[config.mk]
export PLATFORM = sky130hd
export DESIGN_NAME = exposure_sequencer
export DESIGN_NICKNAME = d
export VERILOG_FILES = /design/src/rtl/exposure_pkg.sv /design/src/rtl/ms_tick_gen.sv /design/src/rtl/exposure_sequencer.sv
export SDC_FILE = /design/constraint.sdc
export NUM_CORES = 1
export LEC_CHECK = 0
export ABC_CLOCK_PERIOD_IN_PS = 7800
export BUFFER_PORTS_ARGS = -buffer_cell sky130_fd_sc_hd__buf_2
export CAP_MARGIN = 20
export CELL_PAD_IN_SITES_DETAIL_PLACEMENT = 1
export CELL_PAD_IN_SITES_GLOBAL_PLACEMENT = 2
export CORE_MARGIN = 1.5
export CORE_UTILIZATION = 38
export DETAILED_ROUTE_END_ITERATION = 8
export GPL_TIMING_DRIVEN = 0
export PLACE_DENSITY_LB_ADDON = 0.25
export RECOVER_POWER = 100
export SLEW_MARGIN = 40
export SYNTH_ARGS = -nofsm -noshare
export SYNTH_HDL_FRONTEND = slang
export SYNTH_SLANG_ARGS = --single-unit
[constraint.sdc]
create_clock -name clk -period 7.8 [get_ports clk]
set_input_delay 0.78 -clock clk [delete_from_list [all_inputs] [get_ports clk]]
set_output_delay 0.78 -clock clk [all_outputs]
set_load 0.005 [all_outputs]
[src/rtl/exposure_pkg.sv]
// Shared definitions for the UV exposure sequencer.
//   - state_t : top-level sequencer states
//   - wr_t    : progress of one digipot write handshake
//   - MAX_*   : clamp limits applied when settings are snapshotted
//   - CNT_W   : width of every ms / repetition count
//   - clamp_cnt(): limits a count to a maximum
package exposure_pkg;

  localparam int CNT_W    = 14;
  localparam int MAX_MS   = 9999;
  localparam int MAX_REPS = 9999;
  localparam int MAX_INT  = 100;

  typedef enum logic [3:0] {
    ST_INIT,
    ST_IDLE,
    ST_ARMED,
    ST_LOAD_ON,
    ST_ON,
    ST_LOAD_OFF,
    ST_OFF,
    ST_DONE,
    ST_SHUTDOWN,
    ST_FAULT
  } state_t;

  // WR_REQ : waiting for i2c_ready before strobing
  // WR_LOW : strobe issued, waiting for the controller to go busy
  // WR_HIGH: waiting for the controller to become ready again
  typedef enum logic [1:0] {
    WR_REQ,
    WR_LOW,
    WR_HIGH
  } wr_t;

  function automatic logic [CNT_W-1:0] clamp_cnt(input logic [CNT_W-1:0] v,
                                                 input logic [CNT_W-1:0] max_v);
    return (v > max_v) ? max_v : v;
  endfunction

endpackage

[src/rtl/ms_tick_gen.sv]
// Millisecond prescaler for the phase timer.
//   clk     in  system clock
//   rst     in  asynchronous reset, active-high
//   restart in  forces the count back to zero on the next edge, so the
//               first tick lands TICK_DIV clocks after the restart cycle
//   tick    out high for one clock every TICK_DIV clocks
module ms_tick_gen #(
  parameter int TICK_DIV = 16_000
) (
  input  logic clk,
  input  logic rst,
  input  logic restart,
  output logic tick
);

  localparam int CW = (TICK_DIV > 1) ? $clog2(TICK_DIV) : 1;
  localparam logic [CW-1:0] LAST = CW'(TICK_DIV - 1);

  if (TICK_DIV < 1) begin : g_bad_tick_div
    $error("TICK_DIV must be at least 1");
  end

  logic [CW-1:0] cnt_q, cnt_d;

  always_comb begin
    cnt_d = cnt_q;
    if (restart || (cnt_q == LAST)) begin
      cnt_d = '0;
    end else begin
      cnt_d = cnt_q + 1'b1;
    end
  end

  always_ff @(posedge clk or posedge rst) begin
    if (rst) begin
      cnt_q <= '0;
    end else begin
      cnt_q <= cnt_d;
    end
  end

  // Tick is never needed on the restart cycle (that cycle is always in a
  // LOAD state), so it is kept purely registered-count based.
  assign tick = (cnt_q == LAST);

endmodule

[src/rtl/exposure_sequencer.sv]
// UV exposure sequencer: runs N repetitions of an ON phase followed by an
// OFF phase, writing the digipot (intensity at ON start, 0 at OFF start)
// through i2c_controller and gating the UV LED driver during ON.
//
// Ports
//   clk, rst             clock, asynchronous active-high reset
//   arm, fire, abort     front-panel control (arm level, fire/abort pulses)
//   on_ms, off_ms, reps  phase durations (ms) and repetition count
//   intensity            ON-phase digipot code
//   i2c_ready            i2c_controller idle/ready
//   i2c_data/i2c_enable  digipot byte and one-cycle write strobe
//   led_gate             UV driver enable, high only during ON
//   busy, phase_on       run status
//   elapsed_ms           ms elapsed in the current phase
//   rep_count            completed repetitions
//   done                 one-cycle pulse on normal completion
//   fault                sticky i2c timeout flag
//
// Build option: define SEQ_I2C_WATCHDOG_EN to bound every i2c wait by
// I2C_TIMEOUT clocks; a longer wait parks the sequencer in FAULT until
// reset. Without it, i2c waits are unbounded and fault is tied low.
module exposure_sequencer #(
  parameter int CLK_HZ      = 16_000_000,
  parameter int TICK_DIV    = CLK_HZ / 1000,
  parameter int MAX_MS      = exposure_pkg::MAX_MS,
  parameter int MAX_REPS    = exposure_pkg::MAX_REPS,
  parameter int MAX_INT     = exposure_pkg::MAX_INT,
  parameter int I2C_TIMEOUT = 160_000
) (
  input  logic        clk,
  input  logic        rst,
  input  logic        arm,
  input  logic        fire,
  input  logic        abort,
  input  logic [13:0] on_ms,
  input  logic [13:0] off_ms,
  input  logic [13:0] reps,
  input  logic [6:0]  intensity,
  input  logic        i2c_ready,
  output logic [7:0]  i2c_data,
  output logic        i2c_enable,
  output logic        led_gate,
  output logic        busy,
  output logic        phase_on,
  output logic [13:0] elapsed_ms,
  output logic [13:0] rep_count,
  output logic        done,
  output logic        fault
);

  import exposure_pkg::*;

  if (I2C_TIMEOUT < 1) begin : g_bad_timeout
    $error("I2C_TIMEOUT must be at least 1");
  end

  function automatic logic [CNT_W-1:0] sat_inc(input logic [CNT_W-1:0] v,
                                               input logic [CNT_W-1:0] max_v);
    return (v >= max_v) ? max_v : v + 1'b1;
  endfunction

  state_t           state_q, state_d;
  wr_t              wr_q, wr_d;
  logic             pend_q, pend_d;
  logic [CNT_W-1:0] on_snap_q, on_snap_d;
  logic [CNT_W-1:0] off_snap_q, off_snap_d;
  logic [CNT_W-1:0] reps_snap_q, reps_snap_d;
  logic [6:0]       int_snap_q, int_snap_d;
  logic [CNT_W-1:0] elapsed_q, elapsed_d;
  logic [CNT_W-1:0] rep_q, rep_d;
  logic [7:0]       i2c_data_q, i2c_data_d;
  logic             i2c_enable_q, i2c_enable_d;
  logic             led_gate_q, led_gate_d;
  logic             busy_q, busy_d;
  logic             phase_on_q, phase_on_d;
  logic             done_q, done_d;

`ifdef SEQ_I2C_WATCHDOG_EN
  localparam int WD_W = $clog2(I2C_TIMEOUT + 1);
  logic [WD_W-1:0]  wd_q, wd_d;
  logic             fault_q, fault_d;
`endif

  logic             in_write;
  logic             wr_adv;
  logic             wr_done;
  logic             stop;
  logic             restart;
  logic             tick;
  logic [7:0]       wr_val;
  logic [CNT_W-1:0] ms_next;
  logic [CNT_W-1:0] rep_next;

  ms_tick_gen #(
    .TICK_DIV (TICK_DIV)
  ) u_tick (
    .clk     (clk),
    .rst     (rst),
    .restart (restart),
    .tick    (tick)
  );

  assign in_write = (state_q == ST_INIT) || (state_q == ST_LOAD_ON) ||
                    (state_q == ST_LOAD_OFF) || (state_q == ST_SHUTDOWN);
  // arm can only be low inside a run if it fell after fire.
  assign stop     = abort || !arm;
  assign wr_val   = (state_q == ST_LOAD_ON) ? {1'b0, int_snap_q} : 8'd0;
  assign ms_next  = sat_inc(elapsed_q, CNT_W'(MAX_MS));
  assign rep_next = sat_inc(rep_q, CNT_W'(MAX_REPS));

  always_comb begin
    state_d      = state_q;
    wr_d         = wr_q;
    pend_d       = pend_q;
    on_snap_d    = on_snap_q;
    off_snap_d   = off_snap_q;
    reps_snap_d  = reps_snap_q;
    int_snap_d   = int_snap_q;
    elapsed_d    = elapsed_q;
    rep_d        = rep_q;
    i2c_data_d   = i2c_data_q;
    i2c_enable_d = 1'b0;
    wr_adv       = 1'b0;
    wr_done      = 1'b0;
    restart      = 1'b0;
`ifdef SEQ_I2C_WATCHDOG_EN
    wd_d         = '0;
`endif

    // Digipot write handshake, shared by every write state.
    if (in_write) begin
      case (wr_q)
        WR_REQ: if (i2c_ready) begin
          i2c_enable_d = 1'b1;
          i2c_data_d   = wr_val;
          wr_d         = WR_LOW;
          wr_adv       = 1'b1;
        end
        WR_LOW: if (!i2c_ready) begin
          wr_d   = WR_HIGH;
          wr_adv = 1'b1;
        end
        WR_HIGH: if (i2c_ready) begin
          wr_d    = WR_REQ;
          wr_done = 1'b1;
          wr_adv  = 1'b1;
        end
        default: wr_d = WR_REQ;
      endcase
    end

    case (state_q)
      ST_INIT: if (wr_done) state_d = ST_IDLE;
      ST_IDLE: if (arm) state_d = ST_ARMED;
      ST_ARMED: begin
        if (!arm) begin
          state_d = ST_IDLE;
        end else if (fire) begin
          state_d     = ST_LOAD_ON;
          on_snap_d   = clamp_cnt(on_ms, CNT_W'(MAX_MS));
          off_snap_d  = clamp_cnt(off_ms, CNT_W'(MAX_MS));
          reps_snap_d = (reps == '0) ? CNT_W'(1) : clamp_cnt(reps, CNT_W'(MAX_REPS));
          int_snap_d  = 7'(clamp_cnt(CNT_W'(intensity), CNT_W'(MAX_INT)));
          rep_d       = '0;
          elapsed_d   = '0;
        end
      end
      ST_LOAD_ON, ST_LOAD_OFF: begin
        if (stop) begin
          // A strobe already issued (or issued this cycle) must finish
          // before the shutdown write can start.
          state_d = ST_SHUTDOWN;
          pend_d  = (wr_d != WR_REQ);
        end else if (wr_done) begin
          state_d   = (state_q == ST_LOAD_ON) ? ST_ON : ST_OFF;
          elapsed_d = '0;
          restart   = 1'b1;
        end
      end
      ST_ON: begin
        if (stop) begin
          state_d = ST_SHUTDOWN;
          pend_d  = 1'b0;
        end else begin
          if (tick) elapsed_d = ms_next;
          if ((on_snap_q == '0) || (tick && (ms_next >= on_snap_q))) begin
            state_d = ST_LOAD_OFF;
          end
        end
      end
      ST_OFF: begin
        if (stop) begin
          state_d = ST_SHUTDOWN;
          pend_d  = 1'b0;
        end else begin
          if (tick) elapsed_d = ms_next;
          if ((off_snap_q == '0) || (tick && (ms_next >= off_snap_q))) begin
            rep_d   = rep_next;
            state_d = (rep_next >= reps_snap_q) ? ST_DONE : ST_LOAD_ON;
          end
        end
      end
      ST_DONE: state_d = arm ? ST_ARMED : ST_IDLE;
      ST_SHUTDOWN: begin
        if (wr_done) begin
          if (pend_q) begin
            pend_d = 1'b0;
          end else begin
            state_d = ST_IDLE;
          end
        end
      end
      ST_FAULT: state_d = ST_FAULT;
      default: state_d = ST_INIT;
    endcase

`ifdef SEQ_I2C_WATCHDOG_EN
    // wd_q counts consecutive stalled cycles already spent in the current
    // wait; one more stalled cycle beyond I2C_TIMEOUT is a fault.
    if (in_write && !wr_adv) begin
      if (wd_q >= WD_W'(I2C_TIMEOUT)) begin
        state_d      = ST_FAULT;
        wr_d         = WR_REQ;
        pend_d       = 1'b0;
        wd_d         = '0;
      end else begin
        wd_d = wd_q + 1'b1;
      end
    end
    fault_d = (state_d == ST_FAULT);
`endif

    led_gate_d = (state_d == ST_ON) && (on_snap_q != '0);
    phase_on_d = (state_d == ST_ON);
    busy_d     = !((state_d == ST_IDLE) || (state_d == ST_ARMED));
    done_d     = (state_d == ST_DONE);
  end

  always_ff @(posedge clk or posedge rst) begin
    if (rst) begin
      state_q      <= ST_INIT;
      wr_q         <= WR_REQ;
      pend_q       <= 1'b0;
      on_snap_q    <= '0;
      off_snap_q   <= '0;
      reps_snap_q  <= '0;
      int_snap_q   <= '0;
      elapsed_q    <= '0;
      rep_q        <= '0;
      i2c_data_q   <= '0;
      i2c_enable_q <= 1'b0;
      led_gate_q   <= 1'b0;
      busy_q       <= 1'b0;
      phase_on_q   <= 1'b0;
      done_q       <= 1'b0;
`ifdef SEQ_I2C_WATCHDOG_EN
      wd_q         <= '0;
      fault_q      <= 1'b0;
`endif
    end else begin
      state_q      <= state_d;
      wr_q         <= wr_d;
      pend_q       <= pend_d;
      on_snap_q    <= on_snap_d;
      off_snap_q   <= off_snap_d;
      reps_snap_q  <= reps_snap_d;
      int_snap_q   <= int_snap_d;
      elapsed_q    <= elapsed_d;
      rep_q        <= rep_d;
      i2c_data_q   <= i2c_data_d;
      i2c_enable_q <= i2c_enable_d;
      led_gate_q   <= led_gate_d;
      busy_q       <= busy_d;
      phase_on_q   <= phase_on_d;
      done_q       <= done_d;
`ifdef SEQ_I2C_WATCHDOG_EN
      wd_q         <= wd_d;
      fault_q      <= fault_d;
`endif
    end
  end

  assign i2c_data   = i2c_data_q;
  assign i2c_enable = i2c_enable_q;
  assign led_gate   = led_gate_q;
  assign busy       = busy_q;
  assign phase_on   = phase_on_q;
  assign elapsed_ms = elapsed_q;
  assign rep_count  = rep_q;
  assign done       = done_q;
`ifdef SEQ_I2C_WATCHDOG_EN
  assign fault      = fault_q;
`else
  assign fault      = 1'b0;
`endif

endmodule

# [Word-level counts from Yosys, hierarchy flattened]
# Cells that the tools add are included.
[totals] output_inout_bits=42 in_bits=55 word_cells=137 register_bits=111
[classes] add_sub_neg=3 eq_ne=27 magnitude_cmp=9 n_mux=52 n_reduce_logical=30
[ops] cell="two-way mux 14 bit" n=15
[ops] cell="two-way mux 4 bit" n=12
[ops] cell="adder 14 x 1 -> 14 bit (second input constant)" n=3
[ops] cell="greater-or-equal comparator 14 bit" n=3
[ops] cell="> comparator 14 bit (second input constant)" n=3
[ops] cell="logical NOT 14 bit" n=3
[ops] cell="one-hot mux 14 bit (3 select lines)" n=1
[ops] cell="one-hot mux 4 bit (9 select lines)" n=1
[ops] cell="greater-or-equal comparator 14 bit (second input constant)" n=2
[ops] cell="one-hot mux 14 bit (2 select lines)" n=1
[ops] cell="== test 4 x 3 -> 1 bit (second input constant)" n=6
[ops] cell="!= test 2 bit (second input constant)" n=9
[ops] cell="== test 14 bit (second input constant)" n=1
[ops] cell="two-way mux 7 bit" n=2
[ops] cell="nonzero test 14 bit" n=1
[ops] cell="== test 4 x 2 -> 1 bit (second input constant)" n=3
[ops] cell="two-way mux 2 bit" n=6
[ops] cell="two-way mux 1 bit" n=11
[ops] cell="== test 4 x 1 -> 1 bit (second input constant)" n=2
[ops] cell="== test 4 bit (second input constant)" n=2
[ops] cell="logical OR 1 bit" n=8
[ops] cell="> comparator 7 bit (second input constant)" n=1
[ops] cell="AND reduction 7 bit" n=1
[ops] cell="one-hot mux 2 bit (3 select lines)" n=1
[ops] cell="15 further kinds" n=23

# [Logic depth before layout (Yosys ltp)]
# Gate-level depths: netlist (run 1).
[logic_depth] word_depth=11 mapped_depth=15 ltp_nobuf=15

# [Cells and area by module]
# From an unflattened synthesis (run 1), not the netlist that was laid out.
[hier_totals] cells_unflattened=738 area_unflattened_um2=6487.5
[by_module_without_submodules] mod="exposure_sequencer" area_each_um2=5803.1 seq_area_each_um2=2402.3 cells_each=669 n_inst=1
[by_module_without_submodules] mod="ms_tick_gen" area_each_um2=684.4 seq_area_each_um2=350.3 cells_each=69 n_inst=1

# [Worst setup path after synthesis (run 1)]
# Ideal clock, no wire load.
[synth_timing] path_kind="register -> register" from="reg elapsed_q[0] (netlist: elapsed_ms[0])" to="reg rep_q[13] (netlist: rep_count[13])" setup_time_ps=128 period_less_slack_ps=3421 path_stages_with_launch=14 path_buffers=1 path_slack_ps=4379 required_time_ps=7672 arrival_time_ps=3293 cell_sequence="dfrtp_1 -> ha_1 -> nand3_1 -> a21boi_1 -> o31ai_2 -> and2_1 -> ha_1 -> nand2b_1 -> a211o_1 -> a221oi_2 -> nor2_1 -> o41ai_2 -> buf_4 -> mux2_1"
[synth_between] elab_chain_len=7 elab_cells_between_ends=8 cone_classes="1 x add/sub; 2 x order compare; 1 x eq/ne; 1 x mux; 3 x reduce/logical"
[synth_rtl] element="from (decl)" line_no="exposure_sequencer.sv:69" text="logic [CNT_W-1:0] elapsed_q, elapsed_d;"
[synth_rtl] element="from (signal assigned)" line_no="exposure_sequencer.sv:268" text="elapsed_q <= elapsed_d;"
[synth_rtl] element="adder 14 x 1 -> 14 bit or greater-or-equal comparator 14 bit (tied branches)" line_no="exposure_sequencer.sv:59" text="return (v >= max_v) ? max_v : v + 1'b1;"
[synth_rtl] element="two-way mux 14 bit (*)" line_no="exposure_sequencer.sv:59"
[synth_rtl] element="greater-or-equal comparator 14 bit (*)" line_no="exposure_sequencer.sv:197" text="if ((off_snap_q == '0) || (tick && (ms_next >= off_snap_q))) begin"
[synth_rtl] element="logical AND 1 bit (*)" line_no="exposure_sequencer.sv:197"
[synth_rtl] element="logical OR 1 bit (*)" line_no="exposure_sequencer.sv:197"
[synth_rtl] element="!= test 2 bit (no line) (*)"
[synth_rtl] element="AND reduction 5 bit (no line) (*)"
[synth_rtl] element="to (signal assigned)" line_no="exposure_sequencer.sv:269" text="rep_q <= rep_d;"
[synth_rtl] element="to (decl)" line_no="exposure_sequencer.sv:70" text="logic [CNT_W-1:0] rep_q, rep_d;"
# Every way passes the cells marked *; elsewhere a longest branch is shown, timed or not.
# A chain may end at the register's enable or synchronous reset.

==> reports/metrics.yaml, run 1 <==
sta:
  rsz0062_at_grt: "false"
  setup_ws_ns: 2.70
  final.setup.tns_ns: 0
  final.min_clock_period_ns: 5.10
  min_period_over_period_pct: 65.4
  fin_skew_ns: 0.00741
  worst_pin_slew_ns: 3.64
  slew_violations: 113
  hold_viol: 0
  finalSetupViolations: 0
  max_freq_ghz: 0.196
  relSlewSlack_pct: -142
logic_synthesis:
  synthTopCellsByCount: "110 x dfrtp_1, 105 x nand2_1, 69 x nor2_1"
  synth-seq-cells: 110
  syn_avg_cell_area_sq_um: 8.84
  synthArstFlopShare_pct: 100
  synth_area_leader_cell: "dfrtp_1"
  synth.most_common_cell: "dfrtp_1"
  ys.flop_type: "dfrtp_1"
  synth-edff-count: 0
  synth-seq-area-share_pct: 42.0
  synth_cells: 741
  synth_area_sq_um: 6550
  synthTopCellsByArea: "dfrtp_1 42%, ha_1 8.2%, nand2_1 6.0%"
  yosysWarnings: 0
  synth_top_area_share_pct: 42.0
  synth_cell_types: 69
power:
  seq_power_share_pct: 41.9
  switching_share_pct: 38.7
  p_leak_nw: 3.69
  comb_power_share_pct: 35.6
  power_per_cell_area_nw_per_um2: 283
  peakVddDrop_uv: 120
  p_int_w: 0.00130
  power.net_switching_w: 0.000820
  clkPwrFrac_pct: 22.5
critical_path:
  path_cells: "buf_2 > clkinvlp_2 > clkbuf_1"
  arrival_ns: 4.75
  cp_slowest_cell: "clkbuf_1"
  end_kind: "asynchronous set/reset pin"
  cp-start-kind: "primary input"
  slowest_delay_ns: 2.65
  crit_fanout: 64
  path_class: "in -> async"
  crit_required_ns: 7.45
global_routing:
  grt_pass1_wl_mm: 32.1
  grt_usage_pct: 22.8
  antenna_found_initial: 0
  grt_overflow: 0
  grt_max_degree: 65
  first_global_vias: 6180
drt:
  drt_iter0_drc: 314
  drcViolationCount: 0
  routed.top_layer: "met4"
  vias_per_cell: 5.44
  ant_nets: 0
  drt-total-wl_mm: 19.9
  dr_wl_met3_um: 817
  drt-met1-wl_mm: 9.15
  met2WireLength_mm: 9.64
  firstDrtPassIters: 4
  avgRoutedWirePerCell_um: 18.5
  vias: 5840
worst_hold_path:
  hold_class: "reg -> reg"
clocking:
  cts_buffers: 9
  htree_levels: 3
  hold_buffers: 0
  post-cts-setup-buffers: 0
  clock_path_buffers: 2
  cts_num_sinks: 110
  post_cts_resized: 0
  insertion_delay_ns: 0.36
  cts-root-buf: "clkbuf_16"
  cts_tree: "built"
  clkTransAtPathRegs_ns: 0.07
floorplan:
  die_y_um: 134
  rows: 47
  die-area_sq_um: 18000
  start_util_pct: 39.2
  fp.dieW_um: 134
  ios: 97
  core_area_sq_um: 16700
finish:
  final_nets: 946
  nFillCells: 2063
  diodes: 0
  syn_to_final_growth_pct: 14.5
  layout-drive-gt1-share_pct: 13.5
run:
  max_cap_violations: 2
placement:
  dp_hpwl_mm: 15.4
  numPortBuffers: 94
  gp_congestion: 0.861
  dpl_worst_slack_ns: 3.68
run_status:
  violations: "max-capacitance violations, max-slew violations"
  outcome: "finished, violations left"
==> layout by cell type, fill, tap and decap left out, types with 3 or more instances in the layout <==
master,count
xor2_1,22
a31oi_1,3
nor4_1,14
nand3b_1,10
and3_1,8
buf_2,83
o31ai_1,6
nor2b_1,3
nor2_1,70
o22ai_1,6
nand2_1,106
o21ai_0,51
or2_2,3
nor3_1,11
nand2b_1,9
inv_1,52
and2_1,6
xnor2_1,10
a31o_1,7
ha_1,43
a21oi_1,38
a2111oi_0,4
clkbuf_1,38
a21o_1,6
or3_1,8
buf_4,3
a22o_1,3
clkbuf_16,9
a211oi_1,7
nand4_1,15
o21ai_1,7
dfrtp_1,110
o41ai_1,4
nor3b_1,3
nand3_1,28
==> cell type report <==
| type | count | area, sq um | area share, % |
|---|---|---|---|
| buffer | 29 | 130 | 1.74 |
| clock buffer | 10 | 229 | 3.05 |
| clock inverter | 6 | 68.8 | 0.918 |
| inverter | 53 | 200 | 2.67 |
| multi-input combinational | 550 | 3380 | 45.1 |
| sequential | 110 | 2750 | 36.7 |
| tap | 220 | 275 | 3.67 |
| timing repair buffer | 95 | 458 | 6.11 |
==> registers in the layout, summed over array words and instances, names as in the netlist, 7 cells and up <==
register,flops
elapsed_ms,14
i2c_data,7
int_snap_q,7
off_snap_q,14
on_snap_q,14
rep_count,14
reps_snap_q,14
u_tick.cnt_q,14
==> critical path, delay by kind of cell <==
| family | cells | cell delay [ns] |
|---|---|---|
| buf+inv | 3 | 3.92 |
==> per-layer routing <==
| metal | up-vias | track usage (%) |
|---|---|---|
| met2 | 113 | 39.3 |
| met1 | 2901 | 30.4 |
| li1 | 2809 | - |
| met4 | 0 | 5.56 |
| met5 | - | 0 |
| met3 | 17 | 3.06 |
==> cell families (layout without fill, tap and decap cells) <==
family          Yosys count  after routing  share of synthesized area [%]
flops                   110            110                           42.0
fa+ha+maj                44             44                           8.39
mux                       1              1                          0.172
simple gates            304            304                           22.8
buf+inv                  82            193                           5.27
other cells               1              2                         0.0573
compound gates          167            167                           17.0
xor+xnor                 32             32                           4.28
==> through the flow <==
| stage | hold slack (ns) | std cells | instance area, sq um | total power [W] | util, % |
|---|---|---|---|---|---|
| 2_1_floorplan | 0.439 | 742 | 6550 | 0.00139 | - |
| 3_5_place_dp | 0.457 | 1057 | 7330 | 0.00167 | 43.9 |
| 3_3_place_gp | 0.456 | 1056 | 7300 | 0.00160 | 43.7 |
| 6_report | 0.481 | 1073 | 7500 | 0.00212 | 44.9 |
| 5_1_grt | 0.505 | 1073 | 7500 | 0.00228 | 44.9 |
| 4_1_cts | 0.416 | 1073 | 7630 | 0.00216 | 45.7 |
==> final timing paths <==
path / cells past startpoint / slack [ns] / end / startpoint
hold / removal: 2 / 0.48 / int_snap_q[4]$_DFFE_PP0P_ / int_snap_q[4]$_DFFE_PP0P_
hold reg to reg: 2 / 0.48 / int_snap_q[4]$_DFFE_PP0P_ / int_snap_q[4]$_DFFE_PP0P_
max in group clk: 14 / 2.88 / led_gate$_DFF_PP0_ / elapsed_ms[0]$_DFFE_PP0P_
setup reg to reg: 14 / 2.88 / led_gate$_DFF_PP0_ / elapsed_ms[0]$_DFFE_PP0P_
setup / recovery: 3 / 2.70 / off_snap_q[5]$_DFFE_PP0P_ / rst
min in group asynchronous: 2 / 0.96 / int_snap_q[1]$_DFFE_PP0P_ / rst
==> power groups by stage <==
| stage | registers (W) | clock network (W) | logic, W |
|---|---|---|---|
| 2_1_floorplan | 0.000857 | 0 | 0.000534 |
| 3_3_place_gp | 0.000885 | 0 | 0.000719 |
| 3_5_place_dp | 0.000897 | 0 | 0.000771 |
| 4_1_cts | 0.000887 | 0.000491 | 0.000779 |
| 5_1_grt | 0.000913 | 0.000511 | 0.000853 |
| 6_report | 0.000888 | 0.000477 | 0.000753 |
Power figures use the tool's default switching activity.
==> run 2: changes to the inputs <==
--- a/config.mk
+++ b/config.mk
@@ -5,13 +5,13 @@
 export SDC_FILE = /design/constraint.sdc
 export NUM_CORES = 1
 export LEC_CHECK = 0
-export ABC_CLOCK_PERIOD_IN_PS = 7800
+export ABC_CLOCK_PERIOD_IN_PS = 4500
 export BUFFER_PORTS_ARGS = -buffer_cell sky130_fd_sc_hd__buf_2
 export CAP_MARGIN = 20
 export CELL_PAD_IN_SITES_DETAIL_PLACEMENT = 1
 export CELL_PAD_IN_SITES_GLOBAL_PLACEMENT = 2
 export CORE_MARGIN = 1.5
-export CORE_UTILIZATION = 38
+export CORE_UTILIZATION = 32
 export DETAILED_ROUTE_END_ITERATION = 8
 export GPL_TIMING_DRIVEN = 0
 export PLACE_DENSITY_LB_ADDON = 0.25
==> constraint.sdc (replaced) <==
create_clock -name clk -period 4.5 [get_ports clk]
set_input_delay 0.45 -clock clk [delete_from_list [all_inputs] [get_ports clk]]
set_output_delay 0.45 -clock clk [all_outputs]
set_load 0.005 [all_outputs]
==> reports/metrics.yaml, run 2 (synthesis results as in run 1) <==
critical_path:
  arrival_ns: 4.45
  reg2reg_from: "rep_count[4]$_DFFE_PP0P_"
  worstRegToRegCells: 13
  crit_required_ns: 4.73
  cp-start-kind: "flip-flop"
  crit_fanout: 10
  r2r_slack_ns: 0.28
  end_kind: "flip-flop"
  path_class: "reg -> reg"
  reg2reg_to: "phase_on$_DFF_PP0_"
worst_hold_path:
  whs_path_depth: 2
  hold_end: "off_snap_q[0]$_DFFE_PP0P_"
  hp-start: "off_ms[0]"
  hold_class: "in -> reg"
clocking:
  htree_levels: 3
  insertion_delay_ns: 0.36
  clkTransAtPathRegs_ns: 0.08
  clock_path_buffers: 2
  hold_buffers: 0
  post-cts-setup-buffers: 0
  cts_tree: "built"
  cts_buffers: 9
  cts_num_sinks: 110
  post_cts_resized: 0
  cts-root-buf: "clkbuf_16"
sta:
  final.min_clock_period_ns: 4.22
  final.setup.tns_ns: 0
  finalSetupViolations: 0
  max_freq_ghz: 0.237
  relSlewSlack_pct: -52.3
  worst_pin_slew_ns: 2.27
  hold_viol: 0
  rsz0062_at_grt: "false"
  min_period_over_period_pct: 93.9
  fin_skew_ns: 0.00861
  whs_ns: 0.303
  slew_violations: 113
power:
  power_per_cell_area_nw_per_um2: 490
  p_total_w: 0.00373
  p_leak_nw: 3.68
  peakVddDrop_uv: 216
floorplan:
  die_y_um: 146
  die-area_sq_um: 21300
  ios: 97
  start_util_pct: 32.5
  rows: 52
  fp.dieW_um: 146
  core_area_sq_um: 20200
drt:
  vias_per_cell: 5.21
  firstDrtPassIters: 4
  vias: 5849
  drt-total-wl_mm: 20.1
  drcViolationCount: 0
  ant_nets: 0
  avgRoutedWirePerCell_um: 17.9
  drt_iter0_drc: 221
finish:
  diodes: 0
  final_cell_mix: "110 x dfrtp_1, 105 x nand2_1, 76 x buf_2, 70 x nor2_1, 53 x o21ai_0"
  fin_cells: 1123
  syn_to_final_growth_pct: 16.2
  layout-drive-gt1-share_pct: 13.6
  final_common_cell: "dfrtp_1"
  final_nets: 946
  nFillCells: 2450
placement:
  numPortBuffers: 94
  dp.cells: 1107
  gp_congestion: 0.866
  dp_hpwl_mm: 15.8
global_routing:
  first_global_vias: 6187
  grt_usage_pct: 19.6
  antenna_found_initial: 0
  grt_pass1_wl_mm: 32.9
  grt_max_degree: 61
  grt_overflow: 0
run_status:
  violations: "max-capacitance violations, max-slew violations"
  outcome: "finished, violations left"
run:
  max_cap_violations: 2
## run 2: cell types whose count changed in the layout (fill, tap and decap cells not counted), moves of 2 or more
cell and delta:
o21ai_0 +2, o21ai_1 -2, clkbuf_2 +3, inv_6 -2, buf_2 -7, clkbuf_1 +3
## run 2: worst max-delay path: stages (launching register included)
cell       delay (ns)
dfrtp_1          0.45
nor4_1           0.40
a21boi_0         0.22
o31ai_1          0.71
clkbuf_1         0.39
nand2_1          0.10
ha_1             0.31
a21o_1           0.20
a21o_1           0.17
a2111oi_0        0.36
or3_1            0.19
a31oi_1          0.10
a21oi_1          0.38
nor3_1           0.10
## run 2: layout make-up
class                      count  area, sq um  area share [%]
inverter                      53          200            2.63
tap                          270          338            4.44
clock inverter                 6         85.1            1.12
timing repair buffer          95          450            5.92
multi-input combinational    550         3410            44.8
sequential                   110         2750            36.2
clock buffer                  10          239            3.14
buffer                        29          133            1.74
## run 2: metrics by stage
step	area (sq um)	worst slack [ns]	utilization (%)
after global routing	7610	0.0186	37.7
after CTS	7720	0.250	38.3
after detailed placement	7400	0.314	36.7
after floorplan	6550	1.08	-
final	7610	0.276	37.7
after global placement	7360	-0.244	36.5
## run 2: power by group
| group | internal [W] | switching [W] | total, W |
|---|---|---|---|
| Clock | 0.000502 | 0.000378 | 0.000879 |
| Combinational | 0.000516 | 0.000798 | 0.00131 |
| Sequential | 0.00130 | 0.000236 | 0.00154 |
## run 2: layer usage
layer / track usage (%) / vias to the layer above / part of all wire [%]
li1: - / 2818 / -
met5: 0 / - / 0
met1: 25.2 / 2933 / 46
met3: 3.56 / 13 / 3.9
met2: 34.2 / 85 / 49
met4: 4.75 / 0 / 0.99
## run 2: worst max-delay path by stage
stage / from / end / cells past startpoint
floorplan: elapsed_ms[0]$_DFFE_PP0P_ / rep_count[13]$_DFFE_PP0P_ / 13
global placement: rst / off_snap_q[8]$_DFFE_PP0P_ / 2
detailed placement: rep_count[0]$_DFFE_PP0P_ / led_gate$_DFF_PP0_ / 14
CTS: rep_count[0]$_DFFE_PP0P_ / done$_DFF_PP0_ / 14
global route: rep_count[4]$_DFFE_PP0P_ / phase_on$_DFF_PP0_ / 13
finish: rep_count[4]$_DFFE_PP0P_ / phase_on$_DFF_PP0_ / 13
==> run 3: changes to the inputs <==
--- a/config.mk
+++ b/config.mk
@@ -5,13 +5,14 @@
 export SDC_FILE = /design/constraint.sdc
 export NUM_CORES = 1
 export LEC_CHECK = 0
+export ABC_AREA = 1
 export ABC_CLOCK_PERIOD_IN_PS = 4500
 export BUFFER_PORTS_ARGS = -buffer_cell sky130_fd_sc_hd__buf_2
 export CAP_MARGIN = 20
 export CELL_PAD_IN_SITES_DETAIL_PLACEMENT = 1
 export CELL_PAD_IN_SITES_GLOBAL_PLACEMENT = 2
 export CORE_MARGIN = 1.5
-export CORE_UTILIZATION = 32
+export CORE_UTILIZATION = 30
 export DETAILED_ROUTE_END_ITERATION = 8
 export GPL_TIMING_DRIVEN = 0
 export PLACE_DENSITY_LB_ADDON = 0.25
==> reports/metrics.yaml, run 3 <==
run_status:
  outcome: "finished, violations left"
  violations: "max-capacitance violations, max-slew violations"
worst_hold_path:
  hp-start: "off_ms[3]"
  hold_end: "off_snap_q[3]$_DFFE_PP0P_"
  hold_class: "in -> reg"
  whs_path_depth: 3
global_routing:
  grt_max_degree: 60
  grt_usage_pct: 18.3
  first_global_vias: 6262
  antenna_found_initial: 3
  grt_pass1_wl_mm: 32.3
  grt_overflow: 0
logic_synthesis:
  yosys.area_share.simple_pct: 23.1
  synth_top_area_share_pct: 41.9
  synth_area_leader_cell: "dfrtp_1"
  synth_top_family_by_area: "simple AND/OR/NAND/NOR gates"
  synthArstFlopShare_pct: 100
  synth_compound_area_share_pct: 15.1
  syn_avg_cell_area_sq_um: 7.72
  synth_cell_types: 43
  synth.most_common_cell: "inv_1"
  synth-seq-cells: 110
  synth-edff-count: 0
  synthTopCellsByArea: "dfrtp_1 42%, inv_1 9.5%, ha_1 8.2%"
  synth_xor_area_share_pct: 0.533
  synthAdderAreaFrac_pct: 8.18
  synth-seq-area-share_pct: 41.9
  ys.flop_type: "dfrtp_1"
  yosysWarnings: 0
  synthTopCellsByCount: "167 x inv_1, 129 x nand2_1, 110 x dfrtp_1"
  synth_area_sq_um: 6580
  synth_cells: 852
  synth_mux_area_share_pct: 0
finish:
  fin_area_sq_um: 7650
  final_cell_mix: "167 x inv_1, 132 x nand2_1, 110 x dfrtp_1, 89 x o21ai_0, 75 x nor2_1"
  fin_cells: 1243
  post-route-util_pct: 36.0
  nFillCells: 2631
  final_common_cell: "inv_1"
  final_nets: 1057
  layout-drive-gt1-share_pct: 11.1
  syn_to_final_growth_pct: 16.4
drt:
  ant_nets: 0
  drt-total-wl_mm: 19.5
  drt_iter0_drc: 163
  vias_per_cell: 4.78
  drcViolationCount: 0
  avgRoutedWirePerCell_um: 15.7
  vias: 5936
  firstDrtPassIters: 4
floorplan:
  rows: 53
  start_util_pct: 30.9
  die_y_um: 151
  core_area_sq_um: 21300
  ios: 97
  die-area_sq_um: 22800
  fp.dieW_um: 151
placement:
  dp.cells: 1223
  numPortBuffers: 94
  dp_hpwl_mm: 15.3
  place_area_sq_um: 7430
  gp_congestion: 0.798
critical_path:
  path_cells: "ha_1 > nand3_1 > inv_1 > nand4_1 > nor2_1 > inv_1 > nor2_1 > nand3_1 > a221oi_1 > ha_1 > nand4_1 > inv_1 > a21oi_1 > nand2_1 > nand2_1 > nand2_1 > nand3_2 > clkbuf_1 > o22ai_1"
  crit_fanout: 10
  reg2reg_from: "elapsed_ms[0]$_DFFE_PP0P_"
  cp-start-kind: "flip-flop"
  arrival_ns: 4.21
  reg2reg_to: "rep_count[7]$_DFFE_PP0P_"
  crit_required_ns: 4.73
  path_class: "reg -> reg"
  cp_slowest_cell: "a221oi_1"
  end_kind: "flip-flop"
  slowest_delay_ns: 0.66
  r2r_slack_ns: 0.52
  worstRegToRegCells: 19
clocking:
  cts_tree: "built"
  clkTransAtPathRegs_ns: 0.08
  hold_buffers: 0
  post-cts-setup-buffers: 0
  cts-root-buf: "clkbuf_16"
  insertion_delay_ns: 0.36
  htree_levels: 3
  cts_num_sinks: 110
  clock_path_buffers: 2
  cts_buffers: 9
  post_cts_resized: 0
sta:
  whs_ns: 0.334
  final.min_clock_period_ns: 3.98
  min_period_over_period_pct: 88.5
  hold_viol: 0
  slew_violations: 60
  fin_skew_ns: 0.0116
  max_freq_ghz: 0.251
  finalSetupViolations: 0
  relSlewSlack_pct: -83.9
  worst_pin_slew_ns: 2.74
  rsz0062_at_grt: "false"
power:
  p_total_w: 0.00470
  switching_share_pct: 43.0
  comb_power_share_pct: 45.8
  peakVddDrop_uv: 295
  power.net_switching_w: 0.00202
  seq_power_share_pct: 35.4
  p_leak_nw: 3.92
  power_per_cell_area_nw_per_um2: 614
  p_int_w: 0.00268
  clkPwrFrac_pct: 18.7
run:
  max_cap_violations: 1
==> run 3: kinds of logic (layout without fill, tap and decap cells) <==
family / after synthesis / after routing
buffers and inverters: 191 / 302
other: 1 / 6
AOI/OAI and AO/OA: 168 / 168
xor gates and xnor gates: 4 / 4
DFF: 110 / 110
and+or+nand+nor: 335 / 335
adders and majority gates: 43 / 43
==> run 3: per-layer routing <==
metal  part of all wire [%]  global-route usage (%)
met1                     50                    25.2
met2                     44                    29.4
met3                    4.2                    2.92
met4                    1.7                    5.83
met5                      0                       0
==> run 3: layout make-up <==
class,instances,area [sq um],area share (%)
multi-input cells,552,3050,39.8
flip-flops and latches,110,2750,36.0
inverters,172,647,8.45
repair buffers,95,445,5.82
well taps,275,344,4.50
clock buffers,14,284,3.71
plain buffers,19,83.8,1.10
clock inverters,2,37.5,0.490
diodes,4,10.0,0.131
==> run 3: worst max path at each step <==
stage	startpoint	endpoint	slack (ns)
2_1_floorplan	rst	busy$_DFF_PP0_	1.15
3_3_place_gp	rst	on_snap_q[0]$_DFFE_PP0P_	-0.54
3_5_place_dp	elapsed_ms[2]$_DFFE_PP0P_	rep_count[0]$_DFFE_PP0P_	0.55
4_1_cts	elapsed_ms[2]$_DFFE_PP0P_	rep_count[7]$_DFFE_PP0P_	0.53
5_1_grt	elapsed_ms[2]$_DFFE_PP0P_	rep_count[3]$_DFFE_PP0P_	0.02
6_report	elapsed_ms[0]$_DFFE_PP0P_	rep_count[7]$_DFFE_PP0P_	0.52
==> run 3: through the flow <==
step / setup WS, ns / TNS [ns]
2_1_floorplan: 1.15 / 0
3_3_place_gp: -0.538 / -58.11
3_5_place_dp: 0.546 / 0
4_1_cts: 0.529 / 0
5_1_grt: 0.0168 / 0
6_report: 0.518 / 0
==> run 3: worst max-delay path: cells and delay by family (launching register included) <==
family	cells	cell delay (ns)
buf+inv	4	0.68
fa+ha+maj	2	0.62
simple gates	10	1.19
compound gates	3	0.94
flops	1	0.39
==> run 3: power by group through the flow <==
| stage | Sequential, W | Clock, W | Combinational (W) |
|---|---|---|---|
| after CTS | 0.00167 | 0.000907 | 0.00224 |
| after floorplan | 0.00163 | 0 | 0.00155 |
| after detailed placement | 0.00169 | 0 | 0.00221 |
| final | 0.00167 | 0.000881 | 0.00215 |
| after global routing | 0.00173 | 0.000943 | 0.00255 |
| after global placement | 0.00168 | 0 | 0.00216 |
